`src/rtl/pipe_pkg.sv`:
```
// Shared pipeline constants: register-address width, forwarding-select codes and
// the hazard FSM state encoding.
package pipe_pkg;

   localparam int unsigned REG_AW = 5;

   // Operand-mux select codes; 2'b11 is never produced.
   localparam logic [1:0] FWD_REG   = 2'b00;
   localparam logic [1:0] FWD_EXMEM = 2'b01;
   localparam logic [1:0] FWD_MEMWB = 2'b10;

   typedef enum logic {
      StRun     = 1'b0,
      StLuStall = 1'b1
   } hz_state_t;

endpackage

```
`src/rtl/fwd_match.sv`:
```
// Per-source forwarding match: compares one ID source against the EX and MEM
// destinations and picks the youngest producer. x0 never matches.
module fwd_match
   import pipe_pkg::*;
(
   input  logic [REG_AW-1:0] rs,
   input  logic              use_rs,
   input  logic [REG_AW-1:0] ex_rd,
   input  logic              ex_regwrite,
   input  logic [REG_AW-1:0] mem_rd,
   input  logic              mem_regwrite,
   output logic              ex_match,
   output logic              mem_match,
   output logic [1:0]        next_sel
);

   assign ex_match  = use_rs && ex_regwrite  && (ex_rd  == rs) && (ex_rd  != '0);
   assign mem_match = use_rs && mem_regwrite && (mem_rd == rs) && (mem_rd != '0);

   // EX producer wins over MEM producer.
   always_comb begin
      next_sel = FWD_REG;
      if (ex_match) begin
         next_sel = FWD_EXMEM;
      end else if (mem_match) begin
         next_sel = FWD_MEMWB;
      end
   end

endmodule

```
`src/rtl/hazard_fwd_unit.sv`:
```
// Hazard detection and forwarding control: registered operand-mux selects,
// one-cycle load-use stall FSM, taken-branch flush and saturating perf counters.
module hazard_fwd_unit
   import pipe_pkg::*;
(
   input  logic              clk,
   input  logic              rst,
   input  logic [REG_AW-1:0] id_rs1,
   input  logic [REG_AW-1:0] id_rs2,
   input  logic              id_use_rs1,
   input  logic              id_use_rs2,
   input  logic [REG_AW-1:0] ex_rd,
   input  logic              ex_regwrite,
   input  logic              ex_memread,
   input  logic [REG_AW-1:0] mem_rd,
   input  logic              mem_regwrite,
   input  logic              branch_taken,
   output logic              pc_write,
   output logic              if_id_write,
   output logic              if_id_flush,
   output logic              id_ex_bubble,
   output logic [1:0]        fwd_a_sel,
   output logic [1:0]        fwd_b_sel,
   output logic [15:0]       stall_cnt,
   output logic [15:0]       flush_cnt
);

   hz_state_t   state_q, state_d;
   logic [1:0]  sel_a_q, sel_a_d;
   logic [1:0]  sel_b_q, sel_b_d;
   logic [15:0] stall_cnt_q, flush_cnt_q;
   logic        stall_inc, flush_inc;

   logic        ex_match_a, mem_match_a, ex_match_b, mem_match_b;
   logic [1:0]  next_sel_a, next_sel_b;
   logic        load_use;

   fwd_match u_fwd_a (
      .rs           (id_rs1),
      .use_rs       (id_use_rs1),
      .ex_rd        (ex_rd),
      .ex_regwrite  (ex_regwrite),
      .mem_rd       (mem_rd),
      .mem_regwrite (mem_regwrite),
      .ex_match     (ex_match_a),
      .mem_match    (mem_match_a),
      .next_sel     (next_sel_a)
   );

   fwd_match u_fwd_b (
      .rs           (id_rs2),
      .use_rs       (id_use_rs2),
      .ex_rd        (ex_rd),
      .ex_regwrite  (ex_regwrite),
      .mem_rd       (mem_rd),
      .mem_regwrite (mem_regwrite),
      .ex_match     (ex_match_b),
      .mem_match    (mem_match_b),
      .next_sel     (next_sel_b)
   );

   // The EX-match flags already include the use bits.
   assign load_use = ex_memread && (ex_match_a || ex_match_b);

   // Next state, next selects and pipeline controls; branch overrides load-use.
   always_comb begin
      pc_write     = 1'b1;
      if_id_write  = 1'b1;
      if_id_flush  = 1'b0;
      id_ex_bubble = 1'b0;
      state_d      = state_q;
      sel_a_d      = next_sel_a;
      sel_b_d      = next_sel_b;
      stall_inc    = 1'b0;
      flush_inc    = 1'b0;
      if (rst) begin
         state_d = StRun;
      end else if (branch_taken) begin
         if_id_flush  = 1'b1;
         id_ex_bubble = 1'b1;
         sel_a_d      = FWD_REG;
         sel_b_d      = FWD_REG;
         state_d      = StRun;
         flush_inc    = 1'b1;
      end else begin
         unique case (state_q)
            StRun: begin
               if (load_use) begin
                  pc_write     = 1'b0;
                  if_id_write  = 1'b0;
                  id_ex_bubble = 1'b1;
                  sel_a_d      = FWD_REG;
                  sel_b_d      = FWD_REG;
                  state_d      = StLuStall;
                  stall_inc    = 1'b1;
               end
            end
            // Load has moved to MEM; selects load normally, detection suppressed.
            StLuStall: begin
               state_d = StRun;
            end
            default: begin
               state_d = StRun;
            end
         endcase
      end
   end

   // State, select and counter registers with synchronous reset.
   always_ff @(posedge clk) begin
      if (rst) begin
         state_q     <= StRun;
         sel_a_q     <= FWD_REG;
         sel_b_q     <= FWD_REG;
         stall_cnt_q <= '0;
         flush_cnt_q <= '0;
      end else begin
         state_q <= state_d;
         sel_a_q <= sel_a_d;
         sel_b_q <= sel_b_d;
         if (stall_inc && (stall_cnt_q != 16'hFFFF)) begin
            stall_cnt_q <= stall_cnt_q + 16'd1;
         end
         if (flush_inc && (flush_cnt_q != 16'hFFFF)) begin
            flush_cnt_q <= flush_cnt_q + 16'd1;
         end
      end
   end

   assign fwd_a_sel = sel_a_q;
   assign fwd_b_sel = sel_b_q;
   assign stall_cnt = stall_cnt_q;
   assign flush_cnt = flush_cnt_q;

   // A MEM/WB select may only come from a MEM match with no EX match.
   a_memwb_a: assert property (@(posedge clk)
      (next_sel_a == FWD_MEMWB) |-> (mem_match_a && !ex_match_a));
   a_memwb_b: assert property (@(posedge clk)
      (next_sel_b == FWD_MEMWB) |-> (mem_match_b && !ex_match_b));

endmodule

```
`config.mk`:
```
export PLATFORM = sky130hd
export DESIGN_NAME = hazard_fwd_unit
export DESIGN_NICKNAME = d
export VERILOG_FILES = /design/src/rtl/pipe_pkg.sv /design/src/rtl/fwd_match.sv /design/src/rtl/hazard_fwd_unit.sv
export SDC_FILE = /design/constraint.sdc
export NUM_CORES = 1
export LEC_CHECK = 0
export BUFFER_PORTS_ARGS = -buffer_cell sky130_fd_sc_hd__clkbuf_2
export CORE_UTILIZATION = 30
export DETAILED_ROUTE_END_ITERATION = 6
export PLACE_DENSITY_LB_ADDON = 0.08
export SETUP_SLACK_MARGIN = 0.1
export SLEW_MARGIN = 20
export SYNTH_ARGS = -nofsm -noshare
export SYNTH_HDL_FRONTEND = slang
export SYNTH_HIERARCHICAL = 1
export SYNTH_SLANG_ARGS = --single-unit
```
`constraint.sdc`:
```
create_clock -name clk -period 3.8 [get_ports clk]
set_input_delay 0.38 -clock clk [delete_from_list [all_inputs] [get_ports clk]]
set_output_delay 0.38 -clock clk [all_outputs]
set_load 0.01 [all_outputs]
```
Yosys cells after proc, flatten, opt, wreduce, memory -nomap -nowiden
Cells that the tools add are included.

storage, ports and cells
  ROM bits = 0
  RAM bits = 0
  input port bits = 28
  output and inout port bits = 40
  bits in latches = 0
  flip-flop bits (word level) = 37
  memories kept = 0
  word-level logic and storage cells = 54

operators by class
  bitwise logic cells = 1
  muxes and demuxes = 21
  divide/modulo/power cells = 0
  multiply operators = 0
  reductions and logical operators = 19
  equal/unequal tests = 6
  $add $sub $neg = 2
  $lt $le $gt $ge = 0
  shift operators = 0

operators by type and width
  operator                 number
  $add A16 B1 Y16 const B  2
  $ne A16 B16 Y1 const B   2
  $eq A5 B5 Y1             4
  $mux W2                  8
  $logic_and A1 B1 Y1      15
  $mux W1                  12
  $reduce_bool A5 Y1       2
  $pmux W1 S2              1
  $reduce_or A2 Y1         1
  $logic_or A1 B1 Y1       1
  $not A1 Y1               1

Logic depth before layout (Yosys ltp)
  word-level depth = 10
  depth in mapped cells = 9
  mapped depth without buffers = 9

By module
The synthesis kept the hierarchy.

modules (own cells, without submodules)
  module           area each (um^2)  cells each  seq. area each (um^2)  times used
  hazard_fwd_unit  1773.0            202         740.7                  1
  fwd_match        181.4             22          0.0                    2

Worst setup path after synthesis
Ideal clock, no wire load.

  path kind = in2reg
  from = input port ex_rd[4]
  to = register stall_cnt_q[15], in the netlist stall_cnt[15]
  data arrival time = 2.141 ns
  setup time = 0.121 ns
  stages = 8
  data required time = 3.679 ns
  setup slack = 1.539 ns
  buffers on the path = 0
  path through = inv_1 -> o211ai_1 -> a2111oi_2 -> nor2_1 -> nor4_4 -> and3_2 -> nand3_1 -> mux2_2

between the ends
  word-level cells in the longest chain between the ends = 10
  elaborated cells between the ends (all ways) = 14
  classes of those cells = eq/ne: 2; mux: 4; reduce/logical: 8

ends and longest elaborated chain
  element                 RTL line                source
  start: declaration      hazard_fwd_unit.sv:12   input logic [REG_AW-1:0] ex_rd,
  $eq A5 B5 Y1            fwd_match.sv:17         assign ex_match = use_rs && ex_regwrite && (ex_rd == rs) && (ex_rd != '0);
  $logic_and A1 B1 Y1     fwd_match.sv:17
  $logic_and A1 B1 Y1 *   fwd_match.sv:17
  named net ex_match_b    hazard_fwd_unit.sv:34   logic ex_match_a, mem_match_a, ex_match_b, mem_match_b;
  $logic_or A1 B1 Y1 *    hazard_fwd_unit.sv:63   assign load_use = ex_memread && (ex_match_a || ex_match_b);
  $logic_and A1 B1 Y1 *   hazard_fwd_unit.sv:63
  $mux W1 *               hazard_fwd_unit.sv:88   if (load_use) begin
  $mux W1 *               hazard_fwd_unit.sv:86   unique case (state_q)
  $mux W1 *               hazard_fwd_unit.sv:78   end else if (branch_taken) begin
  $mux W1 *               hazard_fwd_unit.sv:76   if (rst) begin
  $logic_and A1 B1 Y1 *   hazard_fwd_unit.sv:121  if (stall_inc && (stall_cnt_q != 16'hFFFF)) begin
  end signal: assignment  hazard_fwd_unit.sv:122  stall_cnt_q <= stall_cnt_q + 16'd1;
  end: declaration        hazard_fwd_unit.sv:31   logic [15:0] stall_cnt_q, flush_cnt_q;

The timed path passes the listed nets; every way through them passes the cells marked *.
A chain may end at the register's enable or synchronous reset.

Final worst setup path
  from = input port ex_rd[1]
  to = output port pc_write

between the ends
  word-level cells in the longest chain between the ends = 9
  elaborated cells between the ends (all ways) = 13
  classes of those cells = eq/ne: 2; mux: 4; reduce/logical: 7

ends and longest elaborated chain
  element                RTL line               source
  $eq A5 B5 Y1           fwd_match.sv:17
  $logic_and A1 B1 Y1    fwd_match.sv:17
  $logic_and A1 B1 Y1 *  fwd_match.sv:17
  named net ex_match_b   hazard_fwd_unit.sv:34
  $logic_or A1 B1 Y1 *   hazard_fwd_unit.sv:63
  $logic_and A1 B1 Y1 *  hazard_fwd_unit.sv:63
  $mux W1 *              hazard_fwd_unit.sv:88
  $mux W1 *              hazard_fwd_unit.sv:86
  $mux W1 *              hazard_fwd_unit.sv:78
  $mux W1 *              hazard_fwd_unit.sv:76
  end: declaration       hazard_fwd_unit.sv:18  output logic pc_write,

Marked as above.

==> flow_summary_export.csv <==
group,metric,value,unit
drt,drt_iter0_drc,78,
global_routing,grt.overflow.total,0,
synthesis,synth_fp_nets,274,
cells_and_area,num_antenna_cells,0,
floorplan,fp.coreArea,0.00679,mm2
critical_path,critical_path_buf_inv_count,3,
critical_path,cp_top_family,"simple AND/OR/NAND/NOR gates",
floorplan,dieArea,0.00741,mm2
global_routing,grt_usage,14.2,%
cells_and_area,area_delta_synth_final,23.1,%
synthesis,synthesis.area,0.00212,mm2
critical_path,end_kind,"primary output",
drt,wl,5.05,mm
clock_network,cts_buffers,5,
global_routing,antenna_found_initial,0,
clock_network,postCtsHoldBufs,0,
global_routing,grt_max_degree,38,
drt,drt-pass1-iter-count,4,
power,leakage,1.00,nW
cells_and_area,fin_nets,339,
placed_design,gp_congestion,0.723,
critical_path,path_max_fanout,10,
global_routing,grt_pass1_vias,1685,
timing,setup_violations,0,
critical_path,required,3.42,ns
clock_network,cts_resized,0,
timing,slew_viol_final,0,
critical_path,timing.rr.start,"stall_cnt[0]",
critical_path,cpPeakStageDelay,0.46,ns
timing,grt_setup_unrepaired,"false",
drt,final_antenna_net_count,0,
clock_network,cts.htree.levels,2,
clock_network,cts.path.max_buffers,2,
critical_path,startpoint_type,"input pin",
floorplan,core.rowCount,30,
clock_network,clkTransAtPathRegs,0.07,ns
status,status,"complete, no violations",
global_routing,grt_pass1_wl,8.38,mm
timing,hold_violations,0,
clock_network,cts_sinks,37,
floorplan,ios,68,
cells_and_area,utilization,38.4,%
placed_design,port_buffers,67,
synthesis,synth_area_per_cell,8.69,um2
timing,fmax,402,MHz
critical_path,crit_top_cell,"clkbuf_2",
hold_path,hold_class,"in -> reg",
cells_and_area,stdcell_count,405,
job,cap_violations,0,
power,peakVddDrop,137,uV
clock_network,clkLatencyLatePin,0.28,ns
placed_design,dp_cells,398,
drt,vias,1916,
cells_and_area,drive_gt1_share,28.8,%
drt,drt_drc_violations_left,0,
critical_path,cp.depth,8,
floorplan,start_util,31.2,%
timing,worst_pin_slew,0.790,ns
critical_path,reg2reg_depth,6,
placed_design,dp_hpwl,3.81,mm
critical_path,crit_type,"in -> out",
critical_path,path_cells,"clkbuf_2 -> xnor2_1 -> nand3_1 -> a2111oi_2 -> nor2_1 -> nor4_4 -> inv_4 -> clkbuf_2",
timing,clock_skew,0.00749,ns
critical_path,slowest_stage,"nor4_4",
drt,viasPerCell,4.73,
floorplan,die-height,86.1,um
timing,hold_slack,0.444,ns
critical_path,cp-endpoint,"pc_write",
timing,slew_headroom,47.3,%
clock_network,cts_root_buf,"clkbuf_8",
synthesis,yosys_warnings,6,
clock_network,cts_tree,"built",
power,p_per_area,286,mW/mm2
timing,min_period,2.49,ns
critical_path,r2r_end,"stall_cnt[0]",
critical_path,cp.arrival,2.11,ns
floorplan,die_w,86.1,um
timing,fin_crit_sh,65.5,%
timing,setup_tns,0,ns
synthesis,syn_inst,244,
drt,routedWlPerCell,12.5,um
clock_network,postCtsSetupBuffers,0,
critical_path,reg2reg_slack,1.88,ns
critical_path,crit_path_start,"ex_rd[1]",
[worst min path at each step]
stage	from	endpoint	slack [ns]	cells after the start
floorplan	branch_taken	state_q	0.50	1
global placement	flush_cnt[1]	flush_cnt[1]	0.53	2
detailed placement	flush_cnt[15]	flush_cnt[15]	0.52	1
CTS	branch_taken	state_q	0.45	2
global route	branch_taken	state_q	0.47	2
finish	branch_taken	state_q	0.44	2
[layout by cell type (no fill, tap or decap), types with 5 or more instances in the layout]
cell and count:
a21oi_1 5, and2_1 6, clkbuf_2 67, clkbuf_8 6, dfxtp_1 37, inv_1 6
nand2_1 12, nand3_1 17, nand4_1 12, nor2_1 37, nor3_1 11, nor4_1 6
xnor2_1 29, xor2_1 7
[per-layer routing]
layer | wire [um] | share of wire [%] | up-vias | track usage (%)
met5 | 0 | 0 | - | 0
met4 | 47 | 0.93 | 0 | 4.09
met3 | 307 | 6.1 | 5 | 3.66
met2 | 2090 | 41 | 52 | 20.8
met1 | 2600 | 52 | 856 | 20.2
li1 | - | - | 1003 | -
[stage by stage]
step           setup WS, ns  cell area, um2  total power, mW
6_report               1.31            2610            0.748
5_1_grt                1.13            2610            0.786
4_1_cts                1.28            2610            0.763
3_5_place_dp           1.13            2520            0.481
3_3_place_gp           1.17            2520            0.481
2_1_floorplan          1.54            2120            0.446
[registers in the layout (all words and copies together), names as in the netlist]
register	flops
stall_cnt	16
fwd_b_sel	2
state_q	1
fwd_a_sel	2
flush_cnt	16
[where the power goes]
group,internal [mW],leakage (nW),switching (mW)
Combinational,0.0334,0.660,0.0436
Clock,0.144,0.0443,0.132
Sequential,0.391,0.298,0.00397
Total,0.568,1.00,0.180
[layout make-up]
cell class / count / area (um2)
inverter: 7 / 28.8
sequential: 37 / 741
clock buffer: 7 / 86.3
fill: 725 / 4180
tap: 96 / 120
multi-input combinational: 191 / 1300
timing repair buffer: 67 / 335
No activity file was read; power rests on OpenSTA's default activity.
